$ cat src/rtl/baby_loader.sv
// Serial program loader for the Baby store: assembles MSB-first 32-bit lines from a
// byte stream, writes them into the store, checks the frame checksum and restarts the CPU.
module baby_loader #(
    parameter int         WORDS   = 32,
    parameter logic [7:0] HEADER  = 8'hA5,
    parameter int         TIMEOUT = 1000000
) (
    input  logic                     clk,
    input  logic                     resetn,
    input  logic                     rx_valid,
    input  logic [7:0]               rx_data,
    output logic [$clog2(WORDS)-1:0] ram_addr,
    output logic [31:0]              ram_din,
    output logic                     ram_we,
    output logic                     cpu_hold,
    output logic                     start,
    output logic                     busy,
    output logic                     err_csum,
    output logic                     err_timeout
);

    // state  | meaning
    // S_IDLE | waiting for HEADER; CPU runs whatever the store holds unless cpu_hold is set
    // S_DATA | shifting in 4*WORDS data bytes, one store write per completed line
    // S_CSUM | next byte is compared with the running 8-bit sum of all data bytes

    localparam int            AW        = $clog2(WORDS);
    localparam int            TW        = $clog2(TIMEOUT + 1);
    localparam logic [AW-1:0] LAST_LINE = AW'(WORDS - 1);
    localparam logic [TW-1:0] TMR_LOAD  = TW'(TIMEOUT - 1);

    typedef enum logic [1:0] {
        S_IDLE = 2'd0,
        S_DATA = 2'd1,
        S_CSUM = 2'd2
    } state_t;

    state_t         state, state_d;
    logic [1:0]     byte_cnt, byte_cnt_d;
    logic [AW-1:0]  line, line_d;
    logic [7:0]     sum, sum_d;
    logic [23:0]    word, word_d;
    logic [TW-1:0]  tmr, tmr_d;
    logic [AW-1:0]  addr_d;
    logic [31:0]    din_d;
    logic           we_d, hold_d, start_d, busy_d, ecs_d, eto_d;

    always_ff @(posedge clk or negedge resetn) begin
        if (!resetn) begin
            state       <= S_IDLE;
            byte_cnt    <= '0;
            line        <= '0;
            sum         <= '0;
            word        <= '0;
            tmr         <= '0;
            ram_addr    <= '0;
            ram_din     <= '0;
            ram_we      <= 1'b0;
            cpu_hold    <= 1'b0;
            start       <= 1'b0;
            busy        <= 1'b0;
            err_csum    <= 1'b0;
            err_timeout <= 1'b0;
        end else begin
            state       <= state_d;
            byte_cnt    <= byte_cnt_d;
            line        <= line_d;
            sum         <= sum_d;
            word        <= word_d;
            tmr         <= tmr_d;
            ram_addr    <= addr_d;
            ram_din     <= din_d;
            ram_we      <= we_d;
            cpu_hold    <= hold_d;
            start       <= start_d;
            busy        <= busy_d;
            err_csum    <= ecs_d;
            err_timeout <= eto_d;
        end
    end

    always_comb begin
        state_d    = state;
        byte_cnt_d = byte_cnt;
        line_d     = line;
        sum_d      = sum;
        word_d     = word;
        tmr_d      = tmr;
        addr_d     = ram_addr;
        din_d      = ram_din;
        we_d       = 1'b0;
        hold_d     = cpu_hold;
        start_d    = 1'b0;
        busy_d     = busy;
        ecs_d      = err_csum;
        eto_d      = err_timeout;

        case (state)
            S_IDLE: begin
                if (rx_valid && rx_data == HEADER) begin
                    state_d    = S_DATA;
                    byte_cnt_d = '0;
                    line_d     = '0;
                    sum_d      = '0;
                    word_d     = '0;
                    tmr_d      = TMR_LOAD;
                    busy_d     = 1'b1;
                    hold_d     = 1'b1;
                    ecs_d      = 1'b0;
                    eto_d      = 1'b0;
                end
            end

            S_DATA: begin
                if (rx_valid) begin
                    word_d     = {word[15:0], rx_data};
                    sum_d      = sum + rx_data;
                    byte_cnt_d = byte_cnt + 2'd1;
                    tmr_d      = TMR_LOAD;
                    if (byte_cnt == 2'd3) begin
                        we_d   = 1'b1;
                        addr_d = line;
                        din_d  = {word, rx_data};
                        line_d = line + AW'(1);
                        if (line == LAST_LINE)
                            state_d = S_CSUM;
                    end
                end else if (tmr == '0) begin
                    state_d = S_IDLE;
                    busy_d  = 1'b0;
                    eto_d   = 1'b1;
                end else begin
                    tmr_d = tmr - TW'(1);
                end
            end

            S_CSUM: begin
                if (rx_valid) begin
                    state_d = S_IDLE;
                    busy_d  = 1'b0;
                    // cpu_hold drops together with start so the CPU restarts on fresh lines
                    if (rx_data == sum) begin
                        start_d = 1'b1;
                        hold_d  = 1'b0;
                    end else begin
                        ecs_d = 1'b1;
                    end
                end else if (tmr == '0) begin
                    state_d = S_IDLE;
                    busy_d  = 1'b0;
                    eto_d   = 1'b1;
                end else begin
                    tmr_d = tmr - TW'(1);
                end
            end

            default: begin
                state_d = S_IDLE;
            end
        endcase
    end

endmodule

$ cat config.mk
export PLATFORM = sky130hd
export DESIGN_NAME = baby_loader
export DESIGN_NICKNAME = d
export VERILOG_FILES = /design/src/rtl/baby_loader.sv
export SDC_FILE = /design/constraint.sdc
export NUM_CORES = 1
export LEC_CHECK = 0
export CAP_MARGIN = 20
export CORE_ASPECT_RATIO = 0.7
export CORE_MARGIN = 5
export CORE_UTILIZATION = 40
export DETAILED_ROUTE_END_ITERATION = 7
export PLACE_DENSITY_LB_ADDON = 0.25
export SLEW_MARGIN = 10
export SYNTH_ARGS = -nofsm -noshare
export SYNTH_HDL_FRONTEND = slang
export SYNTH_SLANG_ARGS = --single-unit
$ cat constraint.sdc
create_clock -name clk -period 2.6 [get_ports clk]
set_input_delay 0.65 -clock clk [delete_from_list [all_inputs] [get_ports clk]]
set_output_delay 0.65 -clock clk [all_outputs]
set_load 0.02 [all_outputs]
; Word level (Yosys, flattened, before mapping)
; Index checks and enable logic that the tools add are counted.
[word_totals]
register_bits = 104
out_inout_bits = 43
[classes]
addsub = 4
eq_ne = 18
mux = 46
n_reduce_logical = 17
[op_table]
columns = cell, n
row1 = $mux W20, 4
row2 = $pmux W20 S3, 1
row3 = $mux W24, 2
row4 = $pmux W24 S2, 1
row5 = $logic_not A20 Y1, 1
row6 = $sub A20 B1 Y20 const B, 1
row7 = $ne A2 B2 Y1 const B, 9
row8 = $mux W1, 17
row9 = $mux W2, 8
row10 = $mux W8, 2
row11 = $pmux W8 S2, 1
row12 = $reduce_and A4 Y1, 4
row13 = $mux W5, 3
row14 = $reduce_and A3 Y1, 5
row15 = $pmux W5 S2, 1
row16 = $add A8 B8 Y8, 1
row17 = $eq A8 B8 Y1, 1
row18 = $eq A8 B8 Y1 const B, 1
row19 = $ne A3 B3 Y1 const B, 2
row20 = $pmux W1 S2, 3
row21 = $pmux W2 S3, 1
row22 = $reduce_bool A2 Y1, 3
row23 = $add A5 B1 Y5 const B, 1
row24 = $eq A5 B5 Y1 const B, 1
row25 = 10 further kinds, 11

; Depth between registers and ports, before layout
; Gate-level depths: netlist of run 1.
[logic_depth]
ltp_word = 5
ltp_mapped = 9
depth_no_buf = 8

; Least setup slack after synthesis of run 1
; OpenSTA, ideal clock, no wires.
[synth_timing]
path_type = input -> register
from = input port rx_data[1]
to = register tmr[10]
t_arrival_ns = 2.316
t_required_ns = 2.517
slack_ns = 0.202
stages = 7
path_buffers = 1
path_cell_list = nand4bb_1 > nor4_4 > o21ai_2 > or2_2 > clkbuf_1 > or4_1 > o21ai_0
[synth_between]
elab_chain_cells = 4
[synth_rtl]
columns = element, line_no
row1 = from (decl), 11  ; input logic [7:0] rx_data,
row2 = $eq A8 B8 Y1, 100  ; if (rx_valid && rx_data == HEADER) begin
row3 = $logic_and A1 B1 Y1, 100
row4 = $ne A2 B2 Y1 (no line), -
row5 = $reduce_and A3 Y1 (no line), -
row6 = to (signal assigned), 70  ; tmr <= tmr_d;
row7 = to (decl), 43  ; logic [TW-1:0] tmr, tmr_d;
; No other way between the ends.
; A chain may end at the register's enable or synchronous reset.

; Final worst setup path of run 1
[layout_timing]
from = register tmr[6]
to = register tmr[4]
[layout_between]
elab_chain_cells = 4
[layout_rtl]
columns = element, line_no
row1 = $logic_not A20 Y1 *, "128, 148"
row2 = $mux W20 *, -
row3 = $mux W20 (on tied branches), -
row4 = $pmux W20 S3 *, -
; Every way passes the cells marked *; elsewhere a longest branch is shown, timed or not. The select of a mux whose other input is x is not followed.

==> results.json, run 1 <==
{
  "status": "complete, no violations",
  "synth_common_cells": "nand2_1 (190), dfrtp_1 (104), o21ai_0 (65)",
  "clk_latency_ps": 350,
  "synth_edf_count": 0,
  "synthCells": 582,
  "routed_wl_mm": 12.6,
  "path_max_fanout": 10,
  "worstPathRequired_ps": 2840,
  "nets": 696,
  "post-place-ws_ps": -182,
  "vdd_drop_max_uv": 380,
  "r2r-end": "tmr[4]",
  "setup_viol": 0,
  "cp.arrival_ps": 2720,
  "dpl_cell_area_um2": 6110,
  "synth_seq_cells": 104,
  "powerDensity_nw_per_um2": 741,
  "critPathKind": "reg2reg",
  "synthArstFlopShare_pct": 100,
  "cts_resized": 0,
  "finalMaxSlewViolations": 0,
  "finalPower_w": 0.00476,
  "antenna_found_initial": 0,
  "clock.fmax_ghz": 0.403,
  "io_pins": 54,
  "dr.pass1.iters": 5,
  "wire_per_inst_um": 15.1,
  "gp_congestion": 0.887,
  "fin_ws_ps": 118,
  "htreeDepth": 3,
  "r2r-start": "tmr[6]",
  "hold_viol_final": 0,
  "dieArea_um2": 15200,
  "finalNonFillerCells": 835,
  "synthTopCellsByArea": "dfrtp_1 (51%), nand2_1 (14%), o21ai_0 (6.4%), ha_1 (3.9%), nor2_1 (2.1%)",
  "vias_per_cell": 5.29,
  "ys_types": 55,
  "cts_buffer_depth": 2,
  "cp-startpoint": "tmr[6]",
  "grt_overflow": 0,
  "p_leak_nw": 2.94,
  "antenna_cells": 0,
  "vias": 4421,
  "antenna_left": 0,
  "endpoint": "tmr[4]",
  "cp-start-kind": "flop",
  "start_util_pct": 40.9,
  "route.detailed.drc": 0,
  "cts_root_buf": "clkbuf_16",
  "postCtsSetupBuffers": 0,
  "yosysSeqAreaShare_pct": 51.0,
  "placed_cells": 819,
  "synthDominantCellAreaShare_pct": 51.0,
  "synth_nets": 610,
  "grt_use_total_pct": 16.7,
  "holdWs_ps": 279,
  "syn_area_um2": 5100,
  "core_area_um2": 12500,
  "die_y_um": 105,
  "worst_pin_slew_ps": 644,
  "port_buffers": 53,
  "cts_tree": "yes",
  "r2r_slack_ps": 120,
  "ctsHoldBuffers": 0,
  "grt_pass1_wl_mm": 21.3,
  "max_slew_margin_pct": 56.7,
  "fp.dieW_um": 145,
  "fill_cells": 1158,
  "grt_max_degree": 57,
  "maxCapViolCount": 0,
  "grt_pass1_vias": 4267,
  "numCtsBuffers": 9,
  "period_needed_ps": 2480,
  "synth_most_common_cell": "nand2_1",
  "fin_area_um2": 6430,
  "synth.yosys.warnings": 0,
  "final_layout_size_suffix_gt1_share_pct": 12.2,
  "syn_avg_cell_area_um2": 8.77,
  "drtIter0Drc": 337,
  "hp-class": "in2async",
  "rsz0062_at_grt": "no",
  "layout_worst_path_cycle_share_pct": 95.5,
  "rr_worst_depth": 6,
  "area_growth_pct": 25.9,
  "cp-end-kind": "flop",
  "clkSlewWorstSetupHoldPaths_ps": 70,
  "core.rowCount": 34,
  "synth_ff_type": "dfrtp_1",
  "yosys.area.top_type": "dfrtp_1",
  "cts.sinks": 104,
  "skew_ps": 10.5,
  "hpwl_mm": 8.94
}
## per-layer routing
layer	wire, µm	global-route usage, %	vias to the layer above	share of wire (%)
li1	-	-	2166	-
met1	6390	24.7	2110	51
met2	5440	24.9	130	43
met3	661	3.79	15	5.2
met4	140	4.23	0	1.1
met5	0	0	-	0
## worst min path at each step
| stage | from | to | depth (start not counted) |
|---|---|---|---|
| finish | resetn | tmr[0] | 1 |
| global route | resetn | tmr[3] | 1 |
| CTS | resetn | tmr[3] | 1 |
| detailed placement | word[21] | ram_din[29] | 2 |
| global placement | word[21] | ram_din[29] | 2 |
| floorplan | resetn | busy | 0 |
## critical path, cell delays in order, from the launching register on
cell and delay [ps]:
dfrtp_1 400, or4_1 610, or4_4 540, or2_1 400, a21oi_2 200, nor2_1 50
o22a_1 170
## area by class of cell
type                    instances  area [µm²]  area share, %
clock buffers                   9         225           3.50
inverters                      14        52.6          0.818
flip-flops and latches        104        2600           40.5
clock inverters                 7        86.3           1.34
repair buffers                102         921           14.3
multi-input cells             437        2340           36.4
well taps                     162         203           3.15
## where the power goes
part	total, W	switching, W	leakage (nW)	internal, W
registers	0.00210	0.000222	1.40	0.00188
logic	0.00124	0.000733	1.39	0.000508
clock network	0.00143	0.000654	0.156	0.000771
## cells in the final DEF, fill, tap and decap left out, types with 3 or more instances in the layout
| cell | instances |
|---|---|
| buf_4 | 48 |
| inv_8 | 3 |
| a22o_1 | 10 |
| or3_1 | 4 |
| a31oi_1 | 7 |
| nor2_1 | 28 |
| nor4_1 | 9 |
| o21ai_0 | 65 |
| or4_1 | 4 |
| nor2b_1 | 4 |
| nand2b_1 | 3 |
| a21oi_1 | 16 |
| o21ai_1 | 3 |
| dfrtp_1 | 104 |
| ha_1 | 16 |
| nor3_1 | 9 |
| clkdlybuf4s50_1 | 52 |
| nand2_1 | 190 |
| xnor2_1 | 6 |
| or2_2 | 4 |
| nand3_1 | 11 |
| inv_1 | 14 |
| a21o_1 | 5 |
| o31ai_1 | 4 |
| clkbuf_16 | 9 |
## registers in the layout, indices dropped and copies added (netlist names), 2 cells and up
name and cells:
sum 8, line 5, byte_cnt 2, word 24, tmr 20, ram_din 32, state 2, ram_addr 5
## logic make-up (layout without fill, tap and decap cells)
family	Yosys count	in the layout	synth area share, %
simple gates	282	282	24.4
compound gates	131	131	15.8
flops	104	104	51.0
buf+inv	41	132	3.31
fa+ha+maj	17	17	4.31
xor+xnor	7	7	1.20
## per-stage QoR
stage | utilization [%] | setup TNS (ps)
final | 51.6 | 0
after global routing | 51.6 | 0
after CTS | 51.5 | 0
after detailed placement | 49.0 | -5980
after global placement | 49.0 | -2870
after floorplan | - | 0
Note: power is estimated with default switching activity, not from simulation.
==> run 2: changes to the inputs <==
--- a/config.mk
+++ b/config.mk
@@ -5,7 +5,6 @@
 export SDC_FILE = /design/constraint.sdc
 export NUM_CORES = 1
 export LEC_CHECK = 0
-export CAP_MARGIN = 20
 export CORE_ASPECT_RATIO = 0.7
 export CORE_MARGIN = 5
 export CORE_UTILIZATION = 40
==> results of run 2 <==
Final layout, timing and power as in run 1 (identical DEF).
